### src/rtl/udp_rx_parser.sv
// UDP receive header parser: strips the 8-byte UDP header, filters on length (and optionally
// destination port when UDP_RX_PORT_FILTER_EN is defined), and passes payload bytes through.
module udp_rx_parser #(
    parameter logic [15:0] LOCAL_PORT = 16'd5000,
    parameter logic [15:0] MIN_LEN    = 16'd9
) (
    input  logic        clk,
    input  logic        reset,
    input  logic [7:0]  ip_axis_tdata_in,
    input  logic        ip_axis_tvalid_in,
    input  logic        ip_axis_tlast_in,
    output logic        ip_axis_tready_out,
    output logic [7:0]  udp_axis_tdata_out,
    output logic        udp_axis_tvalid_out,
    output logic        udp_axis_tlast_out,
    input  logic        udp_axis_tready_in,
    output logic [15:0] src_port_out,
    output logic [15:0] udp_len_out,
    output logic        hdr_valid_out,
    output logic [15:0] drop_cnt_out
);

`ifdef UDP_RX_PORT_FILTER_EN
    localparam bit FILTER_EN = 1'b1;
`else
    localparam bit FILTER_EN = 1'b0;
`endif

    typedef enum logic [1:0] {HDR, PAYLOAD, PAD, DROP} state_t;

    state_t      state_reg, state_next;
    logic [2:0]  hdr_cnt_reg, hdr_cnt_next;
    logic [15:0] pay_cnt_reg, pay_cnt_next;
    logic [15:0] src_port_reg, src_port_next;
    logic [15:0] udp_len_reg, udp_len_next;
    logic        hdr_valid_reg, hdr_valid_next;
    logic [15:0] drop_cnt_reg, drop_cnt_next;
    logic        drop_inc;
    logic        beat;
    logic        hdr_ok;
    logic [7:0]  hdr_byte [6];
    logic [15:0] hdr_src, hdr_dst, hdr_len;

    // Header bytes 0..5 each land in their own register; checksum bytes 6..7 are not kept.
    genvar gi;
    generate
        for (gi = 0; gi < 6; gi++) begin : g_hdr_cap
            logic [7:0] cap_reg;
            always_ff @(posedge clk) begin
                if (!reset) begin
                    cap_reg <= '0;
                end else if (state_reg == HDR && beat && hdr_cnt_reg == 3'(gi)) begin
                    cap_reg <= ip_axis_tdata_in;
                end
            end
            assign hdr_byte[gi] = cap_reg;
        end
    endgenerate

    assign hdr_src = {hdr_byte[0], hdr_byte[1]};
    assign hdr_dst = {hdr_byte[2], hdr_byte[3]};
    assign hdr_len = {hdr_byte[4], hdr_byte[5]};
    assign hdr_ok  = (!FILTER_EN || hdr_dst == LOCAL_PORT) && (hdr_len >= MIN_LEN);

    // Payload is a combinational pass-through, so backpressure reaches the source directly.
    assign ip_axis_tready_out  = (state_reg == PAYLOAD) ? udp_axis_tready_in : 1'b1;
    assign beat                = ip_axis_tvalid_in && ip_axis_tready_out;
    assign udp_axis_tdata_out  = ip_axis_tdata_in;
    assign udp_axis_tvalid_out = (state_reg == PAYLOAD) && ip_axis_tvalid_in;
    assign udp_axis_tlast_out  = (state_reg == PAYLOAD) &&
                                 ((pay_cnt_reg == 16'd1) || ip_axis_tlast_in);

    assign src_port_out  = src_port_reg;
    assign udp_len_out   = udp_len_reg;
    assign hdr_valid_out = hdr_valid_reg;
    assign drop_cnt_out  = drop_cnt_reg;

    always_comb begin
        state_next     = state_reg;
        hdr_cnt_next   = hdr_cnt_reg;
        pay_cnt_next   = pay_cnt_reg;
        src_port_next  = src_port_reg;
        udp_len_next   = udp_len_reg;
        hdr_valid_next = 1'b0;
        drop_inc       = 1'b0;

        case (state_reg)
            HDR: begin
                if (beat) begin
                    if (ip_axis_tlast_in) begin
                        // Runt: packet ended inside the header.
                        hdr_cnt_next = 3'd0;
                        drop_inc     = 1'b1;
                    end else if (hdr_cnt_reg == 3'd7) begin
                        hdr_cnt_next = 3'd0;
                        if (hdr_ok) begin
                            pay_cnt_next   = hdr_len - 16'd8;
                            hdr_valid_next = 1'b1;
                            src_port_next  = hdr_src;
                            udp_len_next   = hdr_len;
                            state_next     = PAYLOAD;
                        end else begin
                            drop_inc   = 1'b1;
                            state_next = DROP;
                        end
                    end else begin
                        hdr_cnt_next = hdr_cnt_reg + 3'd1;
                    end
                end
            end
            PAYLOAD: begin
                if (beat) begin
                    pay_cnt_next = pay_cnt_reg - 16'd1;
                    if (ip_axis_tlast_in) begin
                        state_next = HDR;
                    end else if (pay_cnt_reg == 16'd1) begin
                        state_next = PAD;
                    end
                end
            end
            PAD, DROP: begin
                if (beat && ip_axis_tlast_in) begin
                    state_next = HDR;
                end
            end
            default: state_next = HDR;
        endcase

        drop_cnt_next = (drop_inc && drop_cnt_reg != 16'hFFFF) ? drop_cnt_reg + 16'd1
                                                                : drop_cnt_reg;
    end

    always_ff @(posedge clk) begin
        if (!reset) begin
            state_reg     <= HDR;
            hdr_cnt_reg   <= '0;
            pay_cnt_reg   <= '0;
            src_port_reg  <= '0;
            udp_len_reg   <= '0;
            hdr_valid_reg <= 1'b0;
            drop_cnt_reg  <= '0;
        end else begin
            state_reg     <= state_next;
            hdr_cnt_reg   <= hdr_cnt_next;
            pay_cnt_reg   <= pay_cnt_next;
            src_port_reg  <= src_port_next;
            udp_len_reg   <= udp_len_next;
            hdr_valid_reg <= hdr_valid_next;
            drop_cnt_reg  <= drop_cnt_next;
        end
    end

endmodule

### config.mk
export PLATFORM = sky130hd
export DESIGN_NAME = udp_rx_parser
export DESIGN_NICKNAME = d
export VERILOG_FILES = /design/src/rtl/udp_rx_parser.sv
export SDC_FILE = /design/constraint.sdc
export NUM_CORES = 1
export LEC_CHECK = 0
export CORE_MARGIN = 2
export CORE_UTILIZATION = 54
export DETAILED_ROUTE_END_ITERATION = 8
export HOLD_SLACK_MARGIN = 0.12
export PLACE_DENSITY = 0.8
export SLEW_MARGIN = 0
export SYNTH_ARGS = -nofsm -noshare
export SYNTH_HDL_FRONTEND = slang
export SYNTH_SLANG_ARGS = --single-unit
### constraint.sdc
create_clock -name clk -period 3 [get_ports clk]
set_input_delay 0.3 -clock clk [delete_from_list [all_inputs] [get_ports clk]]
set_output_delay 0.3 -clock clk [all_outputs]
set_load 0.01 [all_outputs]
==> run metrics <==
status=finished clean; Synthesis Warnings=0; final worst setup slack=292.6 ps; largest net degree at the start of global routing=62; Die X=98.54 µm; Rows=34; MaxCap Viol Count=0; DR vias/cell=5.986; asr flop ratio synth=0%; Reg2Reg Depth=7; CTS max path bufs=2; critical path class=flop to output port; initial antenna violation count=0; Hold Fails Final Rpt=0; post-CTS sizing=0; Syn Std Cell Area=4826 µm²; # port buffers=72; Tcrit/Tclk final=90.25%; DIE AREA=9709 µm²; hpwl dp=8.106 mm; die height=98.54 µm; Final ANT Viol Nets=0; Avg Inst Size Synth=8.364 µm²; worst skew pair latency=370 ps; Final Setup Violations=0; vias=4424; syn nets=598; post-synthesis sequential area ratio=42.31%; Tmin final=2707 ps; Final GP Congestion=0.8921; placed instance area=5597 µm²; Post-synth EDFFs=0; peak supply drop=0.2710 mV; Total Routing Usage GR=24.44%; max FFs per register=32; core region area=8678 µm²; Final Max Slew Viols=0; Ports=73; fin nets=647; hold depth=2; post-synthesis register bit count=102; fmax=369.4 MHz; Mapped Cells=577; share of cells above drive strength 1=6.656%; CTS sink count=102; final std cells w/o fill=739; critical path required time=2700 ps; Slew HR=58.32%; Worst Path Max Fanout=8; RSZ-0062 raised after global routing=false; post-CTS setup buffers=0; post-route design area=5788 µm²; Most used DFF post-synth=dfxtp_1; Cells after DPL=723; Initial Util=55.61%; hold crit path type=flop to flop; CP endpoint kind=output port; number of CTS-inserted buffers=9; Layout area overhead=19.94%; Layout Skew=9.972 ps; total wire length=11.96 mm; setup_tns=0 ps; critical path arrival=2410 ps; CTS HTree Levels=3; pwr dens=406.3 nW/µm²; Post-CTS Hold Fix Bufs=0; leakage power=2.114 nW; CP Launch Type=flop; Remaining DRCs=0; GR Overflow Total=0; CTS root buffer=clkbuf_8; post-DR wirelength/cell=16.19 µm; CTS tree=yes; Worst-Margin Slew=624.3 ps; drt first pass iters=5; Worst-path clk slew=110 ps; pre-CTS setup slack=370.6 ps; total power=2.352 mW; number of global-route vias before repair=4058; first-pass GRT wire length=19.68 mm; Distinct cells, synth=49; antenna cells=0; drt initial violations=222
stage by stage:
stage / hold slack, ps / util [%]
2_1_floorplan: 436.0 / -
3_3_place_gp: 442.8 / 64.49
3_5_place_dp: 450.2 / 64.49
4_1_cts: 463.9 / 66.70
5_1_grt: 485.1 / 66.70
6_report: 464.9 / 66.70
cells in the mapped netlist (all sizes together) (2+ instances only):
cell type  count  area share [%]
dfxtp        102              42
mux2i         50              10
nor3b          2            0.41
nand2         50             3.9
o22ai          4            0.52
clkbuf        29             2.3
a31o           3            0.54
nor2          70             5.5
buf           15             2.0
o31ai         15             2.3
nand4          5            0.65
nor3          13             1.5
nor2b          2            0.26
or3b           2            0.36
xor2           4            0.73
and3           2            0.26
or3            9             1.2
xnor2          6             1.1
nor4          10             1.3
o221a          2            0.47
nand3         32             3.3
nand3b         2            0.31
o21ai         30             3.1
o211ai         8             1.2
o21a           3            0.47
and2           4            0.52
ha             8             2.1
inv           12            0.93
a21oi         53             5.5
or4           10             1.6
nand2b         7            0.91
nand4b         2            0.36
worst paths after layout:
| check | startpoint | endpoint | slack (ps) |
|---|---|---|---|
| min reg2reg | g_hdr_cap[0].cap_reg[7] | g_hdr_cap[0].cap_reg[7] | 460 |
| max | pay_cnt_reg[7] | udp_axis_tlast_out | 290 |
| min | g_hdr_cap[0].cap_reg[7] | g_hdr_cap[0].cap_reg[7] | 460 |
| max reg2reg | hdr_cnt_reg[0] | pay_cnt_reg[9] | 480 |
critical path: stages (launching register included):
cell	delay, ps
dfxtp_1	400
nor3_1	420
nand3_1	280
nor2_1	220
nor2_1	50
nor2_1	110
clkdlybuf4s50_1	550
layer usage:
metal	global-route usage, %	vias to the layer above	wire, µm
met4	5.796	0	159
li1	-	2154	-
met3	6.241	14	908
met1	33.87	2083	5295
met2	38.62	173	5601
met5	0	-	0
cells by family (layout without fill, tap and decap cells):
kind of cell / Yosys count / count (layout) / share of synthesized area [%]
AO/OA/AOI/OAI: 126 / 126 / 15.56
XOR/XNOR: 10 / 10 / 1.815
adder cells (fa/ha/maj): 8 / 8 / 2.074
buffers and inverters: 57 / 111 / 5.237
flip-flops: 102 / 102 / 42.31
multiplexers: 50 / 50 / 10.37
AND/OR/NAND/NOR: 224 / 224 / 22.63
cell type report:
type	count	area [µm²]
Fill cell	731	2890
Multi-Input combinational cell	418	2550
Sequential cell	102	2042
Timing Repair Buffer	82	820.8
Clock buffer	10	137.6
Tap cell	108	135.1
Clock inverter	6	53.80
Inverter	13	48.80
cell usage in the layout, fill, tap and decap left out, drive strengths merged, types with 2 or more instances in the layout:
cell type and count:
inv 15, and2 4, clkinv 3, nor2 70, clkbuf 10, nand3 32
mux2i 50, nand3b 2, or3 9, o31ai 15, a21oi 53, nor3b 2
o21a 3, o21ai 30, nand2 50, nor4 10, o221a 2, a31o 3
nand2b 7, o22ai 4, or4 10, nand4b 2, o211ai 8, or3b 2
clkdlybuf4s50 72, xor2 4, xnor2 6, ha 8, nand4 5, nor3 13
buf 10, and3 2, nor2b 2, dfxtp 102
report_power, final:
group | internal (mW) | total (mW) | leakage [nW] | switching [mW]
sequential | 1.37 | 1.37 | 0.823 | 0.00791
clock | 0.338 | 0.850 | 0.0950 | 0.512
combinational | 0.0497 | 0.129 | 1.20 | 0.0791
Note: power is estimated with default switching activity, not from simulation.
